## src/rtl/y_arith.sv

```systemverilog
// Registered WIDTH-bit add/subtract built from a ripple chain of full-adder cells.
// Sum, carry-out, signed overflow and zero flag are captured one clock after the operands.

module y_arith_fa (
  input  logic i_a,
  input  logic i_b,
  input  logic i_c,
  output logic o_s,
  output logic o_c
);
  assign o_s = i_a ^ i_b ^ i_c;
  assign o_c = (i_a & i_b) | (i_c & (i_a ^ i_b));
endmodule

module y_arith #(
  parameter int unsigned WIDTH = 32
) (
  input  logic             clk,
  input  logic             rst_n,
  input  logic             in_valid,
  input  logic [WIDTH-1:0] a,
  input  logic [WIDTH-1:0] b,
  input  logic             ctrl,
  output logic [WIDTH-1:0] z,
  output logic             cout,
  output logic             ovf,
  output logic             zero,
  output logic             out_valid
);

  logic [WIDTH-1:0] w_bb;
  logic [WIDTH-1:0] w_s;
  logic [WIDTH:0]   w_c;
  logic             w_ovf;
  logic             w_zero;

  logic [WIDTH-1:0] r_z;
  logic             r_cout;
  logic             r_ovf;
  logic             r_zero;
  logic             r_valid;

  // Subtract is a + ~b + 1: invert b and feed ctrl in as the carry-in.
  assign w_bb   = b ^ {WIDTH{ctrl}};
  assign w_c[0] = ctrl;

  for (genvar gi = 0; gi < WIDTH; gi++) begin : g_fa
    y_arith_fa u_fa (
      .i_a (a[gi]),
      .i_b (w_bb[gi]),
      .i_c (w_c[gi]),
      .o_s (w_s[gi]),
      .o_c (w_c[gi+1])
    );
  end

  assign w_ovf  = w_c[WIDTH] ^ w_c[WIDTH-1];
  assign w_zero = (w_s == '0);

  // Result registers update only on valid operands; out_valid pulses per result.
  always_ff @(posedge clk or negedge rst_n) begin
    if (!rst_n) begin
      r_z     <= '0;
      r_cout  <= 1'b0;
      r_ovf   <= 1'b0;
      r_zero  <= 1'b0;
      r_valid <= 1'b0;
    end else begin
      r_valid <= in_valid;
      if (in_valid) begin
        r_z    <= w_s;
        r_cout <= w_c[WIDTH];
        r_ovf  <= w_ovf;
        r_zero <= w_zero;
      end
    end
  end

  assign z         = r_z;
  assign cout      = r_cout;
  assign ovf       = r_ovf;
  assign zero      = r_zero;
  assign out_valid = r_valid;

endmodule

```

## config.mk

```make
export PLATFORM = sky130hd
export DESIGN_NAME = y_arith
export DESIGN_NICKNAME = d
export VERILOG_FILES = /design/src/rtl/y_arith.sv
export SDC_FILE = /design/constraint.sdc
export NUM_CORES = 1
export LEC_CHECK = 0
export CORE_AREA = 2 2 78 80
export CTS_CLUSTER_DIAMETER = 120
export DETAILED_ROUTE_END_ITERATION = 10
export DIE_AREA = 0 0 80 82
export GPL_ROUTABILITY_DRIVEN = 0
export MAX_ROUTING_LAYER = met4
export PLACE_DENSITY = 0.82
export RECOVER_POWER = 25
export REMOVE_ABC_BUFFERS = 1
export SYNTH_ARGS = -nofsm -noshare
export SYNTH_HDL_FRONTEND = slang
export SYNTH_HIERARCHICAL = 1
export SYNTH_SLANG_ARGS = --single-unit
```

## constraint.sdc

```tcl
create_clock -name clk -period 0.8 [get_ports clk]
set_clock_uncertainty 0.05 [all_clocks]
set_input_delay 0.12 -clock clk [delete_from_list [all_inputs] [get_ports clk]]
set_output_delay 0.12 -clock clk [all_outputs]
set_load 0.05 [all_outputs]
```

==> metrics.csv <==
metric,value,unit
status,finished with violations,
failed_checks,setup timing,
ys_warn_count,6,
endpoint_kind,flip-flop,
grt_setup_unrepaired,yes,
cts_tree,yes,
rows,28,
ant_nets,0,
hold_viol,0,
async_flop_share,100,%
synth_top_area_share,38.2,%
required,930,ps
die_area,6560,µm²
nets,412,
synth_seq_area_share,38.2,%
synth_edf_count,0,
combPwrFrac,67.0,%
drt_wl_total,7700,µm
dp_hpwl,4930,µm
dr.pass1.iters,4,
drcViolationCount,0,
nFillCells,309,
cellLeakagePower,1.99,nW
cts-root-buf,clkbuf_8,
grt_use_total,23.1,%
fin_crit,12280,ps
via_per_inst,4.87,
cp_max_fo,2,
portBuffers,103,
clock_path_buffers,2,
final_max_slew_viol_count,0,
p_int,8.05,mW
start_util,41.0,%
fin_util,79.6,%
yosys-top-cells-count,"dfrtp_1, mux2_2, fa_1, xor2_1, nor4_1",
tightest_slew,496,ps
yosysMostFrequentCell,dfrtp_1,
antenna_found_initial,0,
antenna_cells,0,
crit_path_frequent_cell,fa_2,
grt_pass1_vias,2152,
crit_arrival,12400,ps
max-vdd-ir-drop,1760,µV
fin_crit_sh,1530,%
slowest_stage,fa_2,
relSlewSlack,66.9,%
swShare,39.1,%
layout-drive-gt1-share,54.6,%
cts_htree_levels,2,
wl_per_cell,19.9,µm
area_delta_synth_final,94.0,%
yosys_most_used_dff,dfrtp_1,
criticalPathCategory,primary input to flip-flop,
numClockSinks,36,
layout_setup_ws,-11480,ps
drtIter0Drc,76,
avgSynthCellArea,15.0,µm²
io_pins,104,
vias,1890,
dieHeight,82,µm
min_path_type,primary input to flip-flop,
slowest_delay,430,ps
p_seq_share,22.6,%
die_width,80,µm
overflow,0,
synth-seq-cells,36,
cts.clk_slew.worst_paths,70,ps
cts_buffers,5,
synth.area.top_cells,"dfrtp_1, fa_1, mux2_2",
setup_viol,71,
fp.coreArea,5750,µm²
grt_max_degree,37,
fmax,81.4,MHz
synth.distinct_cells,16,
grt_first_pass_wirelength,10800,µm
power_density,2890,nW/µm²
switchingPower,5.18,mW
syn_inst,157,
start_kind,primary input,
max-cap-violations,0,
p_clk_share,10.4,%
synth_area,2360,µm²
clk_latency,290,ps
synth_largest_area_cell,dfrtp_1,
setup_tns,-227040,ps
[timing repair]
| action | 4_1_cts | 5_1_grt |
|---|---|---|
| pin swaps | 3 | 3 |
| setup buffers | 12 | 18 |
| hold buffers | 1 | 0 |
| hold endpoints to repair | 36 | 0 |
| resized for setup | 90 | 8 |
| endpoints found under the setup margin | 71 | 71 |
[logic make-up (layout without fill, tap and decap cells)]
group,count (synthesis),count (layout),share of synthesized area (%)
AO/OA/AOI/OAI,2,2,0.742
XOR/XNOR,33,33,12.3
adder cells (fa/ha/maj),32,32,27.2
multiplexers,33,33,15.8
AND/OR/NAND/NOR,13,13,3.61
buffers and inverters,8,164,2.28
flip-flops,36,36,38.2
[power groups by stage]
stage	sequential (mW)	clock (mW)	combinational [mW]
floorplan	4.80	0	1.29
global placement	2.90	0	7.26
detailed placement	2.93	0	7.37
CTS	2.95	1.39	8.30
global route	3.05	1.50	9.22
finish	2.99	1.38	8.86
[final timing paths]
| check | startpoint | to | slack, ps | depth (start not counted) |
|---|---|---|---|---|
| worst max-delay path | b[0] | z[31] | -11480 | 37 |
| worst min-delay path | in_valid | zero | 240 | 4 |
| worst max register to register | z[15] | z[15] | -300 | 3 |
| worst min register to register | z[28] | z[28] | 490 | 1 |
| max in group asynchronous | rst_n | z[8] | 130 | 3 |
| min in group asynchronous | rst_n | z[0] | 300 | 3 |
[critical path, delay by kind of cell]
family	cells	cell delay, ps
XOR/XNOR	1	170
adder cells (fa/ha/maj)	32	11480
buffers and inverters	3	360
multiplexers	1	250
[stage by stage]
stage          instances  total power, mW  hold slack, ps  setup slack [ps]  instance area [µm²]
2_1_floorplan        149             6.08            -226            -12440                 2300
3_5_place_dp         351             10.3            52.2            -13570                 3980
6_report             388             13.2             241            -11480                 4580
3_3_place_gp         351             10.2            48.7            -13310                 3980
5_1_grt              388             13.8             255            -11610                 4580
4_1_cts              372             12.6             142            -11290                 4450
[placed cells by master (no fill, tap or decap)]
cell type and n:
clkdlybuf4s15_1 1, xor2_1 30, clkinv_2 2, xor2_2 2
clkdlybuf4s50_1 61, mux2_2 2, buf_12 37, dfrtp_1 36
xnor2_2 1, nand2b_1 1, clkbuf_4 1, dlygate4sd3_1 1
dlygate4sd2_1 1, nor4b_2 1, mux2_4 31, buf_6 19
clkbuf_8 6, nor4_2 1, nand4_1 2, buf_2 2
or3_1 1, o31ai_2 1, buf_4 33, nor2_1 2
nor4_1 5, fa_2 32, a21oi_1 1
[state kept, by name (all words and copies together) (netlist names)]
| signal | cells |
|---|---|
| out_valid | 1 |
| cout | 1 |
| ovf | 1 |
| z | 32 |
| zero | 1 |
[per-layer routing]
metal  up-vias  part of all wire, %  wire length, µm  GRT usage (%)
li1        830                    -                -              -
met5         -                    0                0              -
met3        11                  5.0              386           4.73
met2        76                   57             4390           41.1
met4         0                  1.4              107           8.14
met1       973                   37             2820           26.1
[final cells by class]
class                   instances  area [µm²]  share of cell area (%)
multi-input cells             113        1630                    35.6
repair buffers                156        1860                    40.6
clock buffers                   6        82.6                    1.80
clock inverters                 2        10.0                   0.219
flip-flops and latches         36         901                    19.7
well taps                      75        93.8                    2.05
(Power assumes the default switching activity.)
